`config.mk`:
```
export PLATFORM = sky130hd
export DESIGN_NAME = mem_arbiter
export DESIGN_NICKNAME = d
export VERILOG_FILES = /design/src/rtl/cpu_mem_pkg.sv /design/src/rtl/arb_pick.sv /design/src/rtl/mem_arbiter.sv
export SDC_FILE = /design/constraint.sdc
export NUM_CORES = 1
export LEC_CHECK = 0
export CAP_MARGIN = 25
export CORE_AREA = 2 2 102 104
export CTS_CLUSTER_DIAMETER = 80
export DETAILED_ROUTE_END_ITERATION = 10
export DIE_AREA = 0 0 104 106
export PLACE_DENSITY = 0.59
export SLEW_MARGIN = 20
export SYNTH_ARGS = -nofsm -noshare
export SYNTH_HDL_FRONTEND = slang
export SYNTH_SLANG_ARGS = --single-unit
```
`constraint.sdc`:
```
create_clock -name clk -period 2.65 [get_ports clk]
set_input_delay 0.265 -clock clk [delete_from_list [all_inputs] [get_ports clk]]
set_output_delay 0.265 -clock clk [all_outputs]
set_load 0.02 [all_outputs]
```
`src/rtl/cpu_mem_pkg.sv`:
```
// Shared types for the IF/MEM memory path: response owner and arbitration winner.
// No logic, types and default widths only.
// Not applicable (no flow control in a package).
package cpu_mem_pkg;

  localparam int DEF_ADDR_W = 32;
  localparam int DEF_DATA_W = 32;

  typedef enum logic [1:0] {
    OWN_NONE = 2'd0,
    OWN_IF   = 2'd1,
    OWN_DRD  = 2'd2
  } owner_t;

  typedef enum logic [1:0] {
    WIN_NONE = 2'd0,
    WIN_IF   = 2'd1,
    WIN_D    = 2'd2
  } win_t;

endpackage

```
`src/rtl/arb_pick.sv`:
```
// Picks the memory winner between fetch and data; STARVE_GUARD_EN adds fetch promotion.
// Latency: combinational decision, the starvation counter updates on the clock edge.
// Backpressure: a loser simply sees no grant and holds its request.
module arb_pick
  import cpu_mem_pkg::*;
`ifdef STARVE_GUARD_EN
#(
  parameter int STARVE_MAX = 4
)
`endif
(
`ifdef STARVE_GUARD_EN
  input  logic clk,
  input  logic rst_n,
`endif
  input  logic if_req,
  input  logic d_req,
  output win_t win
);

`ifdef STARVE_GUARD_EN
  localparam int CNT_W = $clog2(STARVE_MAX + 1);
  localparam logic [CNT_W-1:0] CNT_MAX = CNT_W'(STARVE_MAX);

  logic [CNT_W-1:0] starve_cnt;
  logic             promote;

  assign promote = (starve_cnt == CNT_MAX);

  always_comb begin
    win = WIN_NONE;
    if (if_req && (!d_req || promote)) begin
      win = WIN_IF;
    end else if (d_req) begin
      win = WIN_D;
    end
  end

  // Counts consecutive cycles a live fetch request went unserved.
  always_ff @(posedge clk or negedge rst_n) begin
    if (!rst_n) begin
      starve_cnt <= '0;
    end else if (!if_req || (win == WIN_IF)) begin
      starve_cnt <= '0;
    end else if (starve_cnt != CNT_MAX) begin
      starve_cnt <= starve_cnt + 1'b1;
    end
  end
`else
  always_comb begin
    win = WIN_NONE;
    if (d_req) begin
      win = WIN_D;
    end else if (if_req) begin
      win = WIN_IF;
    end
  end
`endif

endmodule

```
`src/rtl/mem_arbiter.sv`:
```
// Shares one sync-read memory between IF and MEM stages; STARVE_GUARD_EN enables fetch promotion.
// Latency: grant same cycle, read data exactly one cycle after grant, one access per cycle.
// Backpressure: requesters hold req until gnt; responses cannot be stalled.
module mem_arbiter
  import cpu_mem_pkg::*;
#(
  parameter int ADDR_W     = DEF_ADDR_W,
  parameter int DATA_W     = DEF_DATA_W,
  parameter int STARVE_MAX = 4
) (
  input  logic              clk,
  input  logic              rst_n,
  input  logic              if_req,
  input  logic [ADDR_W-1:0] if_addr,
  output logic              if_gnt,
  output logic              if_rvalid,
  output logic [DATA_W-1:0] if_rdata,
  input  logic              d_req,
  input  logic              d_we,
  input  logic [ADDR_W-1:0] d_addr,
  input  logic [DATA_W-1:0] d_wdata,
  output logic              d_gnt,
  output logic              d_rvalid,
  output logic [DATA_W-1:0] d_rdata,
  output logic              mem_ce,
  output logic              mem_we,
  output logic [ADDR_W-1:0] mem_addr,
  output logic [DATA_W-1:0] mem_wdata,
  input  logic [DATA_W-1:0] mem_rdata
);

  if (STARVE_MAX < 1) begin : g_cfg_check
    $error("mem_arbiter: STARVE_MAX must be at least 1");
  end

  win_t   win;
  owner_t owner;
  owner_t owner_nxt;

`ifdef STARVE_GUARD_EN
  arb_pick #(
    .STARVE_MAX (STARVE_MAX)
  ) u_pick (
    .clk    (clk),
    .rst_n  (rst_n),
    .if_req (if_req),
    .d_req  (d_req),
    .win    (win)
  );
`else
  arb_pick u_pick (
    .if_req (if_req),
    .d_req  (d_req),
    .win    (win)
  );
`endif

  assign if_gnt = (win == WIN_IF);
  assign d_gnt  = (win == WIN_D);

  always_comb begin
    mem_ce    = 1'b0;
    mem_we    = 1'b0;
    mem_addr  = '0;
    mem_wdata = '0;
    owner_nxt = OWN_NONE;
    case (win)
      WIN_IF: begin
        mem_ce    = 1'b1;
        mem_addr  = if_addr;
        owner_nxt = OWN_IF;
      end
      WIN_D: begin
        mem_ce    = 1'b1;
        mem_we    = d_we;
        mem_addr  = d_addr;
        mem_wdata = d_wdata;
        // Writes finish in the grant cycle, so they own no response slot.
        owner_nxt = d_we ? OWN_NONE : OWN_DRD;
      end
      default: ;
    endcase
  end

  always_ff @(posedge clk or negedge rst_n) begin
    if (!rst_n) begin
      owner <= OWN_NONE;
    end else begin
      owner <= owner_nxt;
    end
  end

  always_comb begin
    if_rvalid = 1'b0;
    if_rdata  = '0;
    d_rvalid  = 1'b0;
    d_rdata   = '0;
    case (owner)
      OWN_IF: begin
        if_rvalid = 1'b1;
        if_rdata  = mem_rdata;
      end
      OWN_DRD: begin
        d_rvalid = 1'b1;
        d_rdata  = mem_rdata;
      end
      default: ;
    endcase
  end

endmodule
```
==> flow_summary_export.csv, run 1 <==
group,metric,value,unit
pwr,power_density,208,nW/um^2
worst_setup_path,critPathKind,"input port to output port",
floorplan,dieWidth,104,um
floorplan,num_rows,37,
worst_setup_path,crit_slowest_cell,"clkdlybuf4s50_1",
place,port_buffers,266,
clocking,ctsHoldBuffers,0,
route,final_antenna_net_count,0,
worst_setup_path,start_kind,"input port",
floorplan,die_area,11000,um^2
global_route,antenna_found_initial,0,
place,place_congestion,0.763,
route,drtPass1Iterations,4,
clocking,clk_pin_slew,30,ps
cells_and_area,reg_top3,"owner: 2 flops",
clocking,cts.sinks,2,
route,route.detailed.drc,0,
worst_setup_path,crit_top_cell,"clkdlybuf4s50_1",
global_route,grt_pass1_wl,10600,um
worst_hold_path,hp-class,"input port to asynchronous set/reset pin",
synth,synth_area_leaders,"and2_1 (55%), a22o_1 (26%), buf_2 (4.6%), dfrtp_1 (4.6%), buf_6 (4.1%)",
cells_and_area,num_antenna_cells,0,
worst_setup_path,path_cells,"clkdlybuf4s50_1 > nor2b_2 > buf_12 > a22o_1 > clkdlybuf4s50_1",
route,num_vias,2074,
cells_and_area,stdcell_count,547,
clocking,ctsResizeCount,0,
clocking,root_buffer,"clkbuf_8",
cells_and_area,areaGrowthSynthToFinish,256,%
timing,fin_crit,2200,ps
synth,avgSynthCellArea,7.03,um^2
timing,fin_tns_setup,0,ps
synth,yosysSeqAreaShare,4.57,%
timing,hold_viol,0,
cells_and_area,largest-register,"owner",
status,status,"finished clean",
floorplan,num_io_pins,267,
route,via_per_inst,3.79,
floorplan,dieHeight,106,um
synth,synth_top_area_cell,"and2_1",
timing,fin_ws,448,ps
cells_and_area,utilization,39.0,%
route,drt-total-wl,7280,um
place,dp_slack,443,ps
cells_and_area,drive_above_1_share,2.68,%
worst_setup_path,cp_max_fo,33,
synth,synth_cell_types,11,
place,placed_area,3860,um^2
clocking,post_cts_buffers,0,
global_route,grt_usage,11.9,%
route,avgRoutedWirePerCell,13.3,um
timing,setup_viol,0,
floorplan,start_util,11.0,%
job,maxCapViolCount,0,
synth,syn_nets,289,
synth,syn-cell-area,1100,um^2
global_route,grt_overflow,0,
timing,rsz0062_at_grt,"no",
timing,fmax,454,MHz
clocking,h-tree-depth,1,
global_route,grt_start_max_net_pins,37,
clocking,cts_buffers,3,
worst_setup_path,cp.arrival,1940,ps
cells_and_area,largest_reg_flops,2,
synth,ys_ff_latch,2,
pwr,finalPower,0.811,mW
worst_setup_path,max_stage_delay,620,ps
cells_and_area,final_cell_mix,"clkdlybuf4s50_1 (265), and2_1 (97), a22o_1 (32)",
timing,slew_viol_final,0,
timing,slew_headroom,81.1,%
timing,worstMarginPinSlew,284,ps
route,dr.first_iter.drc_count,27,
clocking,cts_buffer_depth,2,
timing,fin_crit_sh,83.1,%
synth,syn_inst,156,
synth,synth_top_area_share,55.4,%
pwr,p_leak,1.48,nW
worst_setup_path,end_kind,"output port",
place,placedCellCount,544,
pwr,ir_drop,0.0856,mV
synth,yosys_warnings,0,
global_route,grt_pass1_vias,2086,
worst_setup_path,required,2380,ps
floorplan,core,10000,um^2
cells_and_area,fin_nets,546,
clocking,cts_tree,"yes",
cells_and_area,final_common_cell,"clkdlybuf4s50_1",
timing,hold_slack,221,ps
cells_and_area,final_area,3900,um^2
## per-layer routing
layer	vias to the layer above	part of all wire, %	track usage, %
met3	4	11	3.43
met5	-	0	0
met4	0	0.73	2.32
met1	884	36	12.1
met2	152	52	24.0
li1	1034	-	-
## worst paths after layout
kind                       slack [ps]     endpoint    from  cells after the start
setup / recovery                  450  mem_addr[9]  if_req                      5
hold / removal                    220     owner[1]   rst_n                      1
max in group asynchronous        2310     owner[0]   rst_n                      1
min in group clk                  320     owner[0]   d_req                      2
## area by class of cell
| cell class | count | area (um^2) |
|---|---|---|
| clock buffer | 3 | 41.3 |
| fill | 1044 | 6100 |
| multi-input combinational | 135 | 931 |
| sequential | 2 | 50.0 |
| tap | 136 | 170 |
| timing repair buffer | 271 | 2710 |
## cell families after synthesis
kind of cell | synth area share, %
simple gates | 59.1
flops | 4.57
buf+inv | 10.7
compound gates | 25.6
## synthesized netlist by cell type
cell,count
a22o_1,32
nor2b_1,3
and2_1,97
dfrtp_1,2
clkbuf_1,4
nor2b_2,1
or2_1,1
buf_6,4
and2b_1,1
buf_4,1
buf_2,10
## power breakdown
| part | internal [mW] | switching (mW) |
|---|---|---|
| Combinational | 0.399 | 0.261 |
| Sequential | 0.0324 | 0.000673 |
| Clock | 0.0959 | 0.0225 |
## worst max-delay path: cells and delay by family
kind / cells / cell delay [ps]
compound gates: 1 / 170
buf+inv: 3 / 1300
simple gates: 1 / 190
No activity file was read; power rests on OpenSTA's default activity.
==> inputs of run 2 (changes only) <==
--- a/config.mk
+++ b/config.mk
@@ -6,11 +6,11 @@
 export NUM_CORES = 1
 export LEC_CHECK = 0
 export CAP_MARGIN = 25
-export CORE_AREA = 2 2 102 104
+export CORE_AREA = 2 2 103 105
 export CTS_CLUSTER_DIAMETER = 80
 export DETAILED_ROUTE_END_ITERATION = 10
-export DIE_AREA = 0 0 104 106
-export PLACE_DENSITY = 0.59
+export DIE_AREA = 0 0 105 107
+export PLACE_DENSITY = 0.6
 export SLEW_MARGIN = 20
 export SYNTH_ARGS = -nofsm -noshare
 export SYNTH_HDL_FRONTEND = slang
==> constraint.sdc (replaced) <==
create_clock -name clk -period 1.9 [get_ports clk]
set_input_delay 0.19 -clock clk [delete_from_list [all_inputs] [get_ports clk]]
set_output_delay 0.19 -clock clk [all_outputs]
set_load 0.02 [all_outputs]
==> flow_summary_export.csv, run 2 (synthesis gave the netlist of run 1 again) <==
group,metric,value,unit
status,status,"finished clean",
pwr,ir_drop,0.119,mV
route,dr.first_iter.drc_count,45,
worst_setup_path,start_kind,"flip-flop",
worst_hold_path,hp-class,"input port to asynchronous set/reset pin",
worst_setup_path,path_cells,"and2b_1 > buf_12 > clkdlybuf4s50_1",
cells_and_area,regArea,50.0,um^2
clocking,cts_buffers,3,
route,via_per_inst,3.88,
place,placed_area,3880,um^2
worst_setup_path,crit_slowest_cell,"clkdlybuf4s50_1",
cells_and_area,largest-register,"owner",
floorplan,num_io_pins,267,
route,drtPass1Iterations,3,
timing,worstMarginPinSlew,274,ps
route,drt-total-wl,7500,um
global_route,grt_start_max_net_pins,34,
timing,fin_crit,1780,ps
pwr,power_density,274,nW/um^2
clocking,h-tree-depth,1,
cells_and_area,largest_reg_flops,2,
floorplan,core,10100,um^2
clocking,cts_tree,"yes",
timing,fin_crit_sh,93.5,%
cells_and_area,areaGrowthSynthToFinish,258,%
place,port_buffers,266,
floorplan,die_area,11200,um^2
clocking,clk_pin_slew,30,ps
worst_setup_path,required,1710,ps
place,placedCellCount,546,
worst_setup_path,critical_path.top_delay_family,"buffers and inverters",
cells_and_area,reg_top3,"owner: 2 flops",
floorplan,dieWidth,105,um
global_route,grt_pass1_wl,10500,um
cells_and_area,nFillCells,1070,
clocking,cts_buffer_depth,2,
cells_and_area,final_common_cell,"clkdlybuf4s50_1",
global_route,grt_usage,11.7,%
timing,hold_slack,142,ps
floorplan,start_util,10.9,%
worst_setup_path,cp.buffers_inverters,2,
timing,rsz0062_at_grt,"no",
worst_setup_path,cp.arrival,1590,ps
cells_and_area,multiInputGateArea,928,um^2
worst_setup_path,cp_max_fo,33,
cells_and_area,num_antenna_cells,0,
job,maxCapViolCount,0,
cells_and_area,stdcell_count,549,
timing,fin_ws,124,ps
worst_setup_path,max_stage_delay,620,ps
timing,setup_viol,0,
clocking,cts.sinks,2,
clocking,root_buffer,"clkbuf_8",
route,avgRoutedWirePerCell,13.7,um
timing,fmax,563,MHz
timing,fin_tns_setup,0,ps
pwr,p_leak,2.25,nW
cells_and_area,final_area,3920,um^2
worst_setup_path,crit_start,"owner[0]",
cells_and_area,drive_above_1_share,2.91,%
route,route.detailed.drc,0,
cells_and_area,final_cell_mix,"clkdlybuf4s50_1 (168), and2_1 (97), dlygate4sd2_1 (65)",
cells_and_area,fin_nets,548,
worst_setup_path,end_kind,"output port",
route,final_antenna_net_count,0,
route,num_vias,2131,
floorplan,num_rows,37,
timing,slew_viol_final,0,
place,dp.final_hpwl,6430,um
timing,hold_viol,0,
timing,slew_headroom,81.7,%
floorplan,dieHeight,107,um
place,place_congestion,0.790,
worst_setup_path,critPathKind,"flip-flop to output port",
global_route,antenna_found_initial,1,
global_route,grt_overflow,0,
place,dp_slack,-110,ps
global_route,grt_pass1_vias,2071,
==> run 2: cell count changes in the layout (fill, tap and decap cells not counted), sizes merged <==
| cell | delta |
|---|---|
| clkdlybuf4s50 | -97 |
| buf | +2 |
| dlymetal6s2s | +32 |
| dlygate4sd2 | +65 |
==> run 2: area by class of cell <==
type                    instances  share of cell area [%]
repair buffers                273                    69.7
multi-input cells             135                    23.7
well taps                     136                    4.34
flip-flops and latches          2                    1.28
clock buffers                   3                    1.05
==> run 2: worst max-delay path by stage <==
| stage | cells after the start | end |
|---|---|---|
| floorplan | 3 | if_rdata[22] |
| global route | 3 | if_rvalid |
| finish | 3 | d_rvalid |
| global placement | 5 | mem_addr[31] |
| CTS | 4 | d_rdata[0] |
| detailed placement | 5 | mem_addr[14] |
==> run 2: per-stage QoR <==
step | util [%] | power [mW]
CTS | 38.1 | 1.10
global route | 38.9 | 1.14
finish | 38.9 | 1.08
floorplan | - | 0.402
detailed placement | 38.5 | 0.982
global placement | 38.5 | 0.975
==> run 2: metal layers <==
layer	part of all wire (%)	wire length, um	GRT usage [%]
met1	35	2600	11.2
met2	53	3970	23.8
met3	11	803	3.40
met4	1.4	105	3.24
met5	0.16	12	0
==> run 2: what timing repair did <==
| item | 4_1_cts | 5_1_grt |
|---|---|---|
| endpoints found under the setup margin | 65 | 32 |
| resized for setup | 65 | 32 |
| hold buffers | 0 | 0 |
| setup buffers | 0 | 0 |
==> run 2: power breakdown <==
group | internal, mW | switching (mW)
Combinational | 0.502 | 0.363
Sequential | 0.0451 | 0.000724
Clock | 0.134 | 0.0318
==> inputs of run 3 (changes only) <==
--- a/config.mk
+++ b/config.mk
@@ -11,6 +11,7 @@
 export DETAILED_ROUTE_END_ITERATION = 10
 export DIE_AREA = 0 0 105 107
 export PLACE_DENSITY = 0.6
+export REMOVE_ABC_BUFFERS = 1
 export SLEW_MARGIN = 20
 export SYNTH_ARGS = -nofsm -noshare
 export SYNTH_HDL_FRONTEND = slang
==> flow_summary_export.csv, run 3 (synthesis gave the netlist of run 1 again) <==
group,metric,value,unit
route,wl_met2,3910,um
cells_and_area,reg_top3,"owner: 2 flops",
worst_setup_path,cp.buffers_inverters,3,
clocking,root_buffer,"clkbuf_8",
route,wl_met3,910,um
clocking,post_cts_buffers,0,
cells_and_area,num_antenna_cells,0,
worst_hold_path,hp-class,"input port to asynchronous set/reset pin",
worst_setup_path,cp_max_fo,18,
global_route,grt_pass1_wl,10900,um
global_route,grt_start_max_net_pins,47,
place,placed_area,3900,um^2
pwr,ir_drop,0.127,mV
global_route,grt_overflow,0,
clocking,cts_buffers,3,
floorplan,start_util,10.9,%
route,num_vias,2099,
timing,slew_viol_final,0,
cells_and_area,drive_above_1_share,2.91,%
floorplan,num_rows,37,
cells_and_area,largest-register,"owner",
cells_and_area,largest_reg_flops,2,
timing,worstMarginPinSlew,270,ps
timing,fin_crit_sh,93.7,%
worst_setup_path,cp.arrival,1590,ps
cells_and_area,fin_nets,548,
cells_and_area,final_common_cell,"clkdlybuf4s50_1",
route,avgRoutedWirePerCell,13.8,um
floorplan,dieWidth,105,um
cells_and_area,final_cell_mix,"clkdlybuf4s50_1 (168), and2_1 (97), dlygate4sd2_1 (81)",
clocking,cts_tree,"yes",
route,highest_layer,"met4",
job,maxCapViolCount,0,
route,drtPass1Iterations,6,
route,via_per_inst,3.82,
route,route.detailed.drc,0,
global_route,antenna_found_initial,0,
clocking,h-tree-depth,1,
timing,fin_crit,1780,ps
route,met1_length,2710,um
route,dr.first_iter.drc_count,56,
floorplan,die_area,11200,um^2
worst_setup_path,critPathKind,"input port to output port",
place,port_buffers,266,
clocking,ctsHoldBuffers,0,
cells_and_area,areaGrowthSynthToFinish,254,%
place,dp.final_hpwl,6890,um
timing,rsz0062_at_grt,"no",
floorplan,dieHeight,107,um
worst_setup_path,end_kind,"output port",
worst_setup_path,required,1710,ps
cells_and_area,final_area,3880,um^2
place,place_congestion,0.804,
timing,setup_viol,0,
pwr,p_leak,2.05,nW
clocking,cts_buffer_depth,2,
timing,hold_viol,0,
pwr,finalPower,1.08,mW
global_route,grt_usage,12.0,%
global_route,grt_pass1_vias,2177,
clocking,clk_pin_slew,30,ps
route,final_antenna_net_count,0,
cells_and_area,utilization,38.4,%
worst_setup_path,max_stage_delay,490,ps
timing,fmax,561,MHz
worst_setup_path,start_kind,"input port",
timing,slew_headroom,82.1,%
route,drt-total-wl,7560,um
cells_and_area,nFillCells,1095,
floorplan,core,10100,um^2
worst_setup_path,critical_path.top_delay_family,"buffers and inverters",
floorplan,num_io_pins,267,
clocking,cts.sinks,2,
pwr,power_density,279,nW/um^2
worst_setup_path,crit_slowest_cell,"clkdlybuf4s50_1",
worst_setup_path,path_cells,"clkdlybuf4s50_1 > nor2b_2 > buf_4 > a22o_1 > dlygate4sd2_1",
timing,hold_slack,152,ps
status,status,"finished clean",
## run 3: cell count changes in the layout (fill, tap and decap cells not counted)
cell / before / now
dlymetal6s2s_1: 32 / 16
dlygate4sd2_1: 65 / 81
buf_12: 2 / 3
buf_4: 5 / 4
## run 3: how the worst max path moves through the flow
| stage | start | end | slack (ps) | depth (start not counted) |
|---|---|---|---|---|
| 2_1_floorplan | owner[1] | if_rdata[0] | 40 | 2 |
| 3_3_place_gp | if_req | mem_addr[2] | -140 | 5 |
| 3_5_place_dp | if_req | mem_addr[2] | -170 | 5 |
| 4_1_cts | owner[0] | d_rdata[1] | 0.4 | 4 |
| 5_1_grt | if_req | mem_addr[25] | 20 | 5 |
| 6_report | if_req | mem_addr[25] | 120 | 5 |
## run 3: metal layers
layer	track usage, %	vias up
li1	-	1036
met1	12.0	903
met2	24.1	158
met3	4.01	2
met4	2.10	0
met5	0	-
## run 3: final cells by class
cell class	count	area (um^2)	share of cell area (%)
Sequential cell	2	50.0	1.29
Multi-Input combinational cell	135	928	24.0
Timing Repair Buffer	273	2690	69.3
Clock buffer	3	41.3	1.07
Tap cell	136	170	4.39
## run 3: report_power, final
group,switching [mW],internal [mW]
sequential,0.000959,0.0451
clock,0.0317,0.134
combinational,0.371,0.500
total,0.404,0.679
## run 3: per-stage QoR
step	setup slack (ps)	cells	setup TNS (ps)
after floorplan	38.6	137	0
after global placement	-139	546	-3170
after detailed placement	-167	546	-4160
after CTS	0.420	549	0
after global routing	21.2	549	0
final	119	549	0
## run 3: repair_timing
item,in CTS,in global routing
hold endpoints to repair,0,0
endpoints found under the setup margin,81,16
resized for setup,81,16
pin swaps,0,0
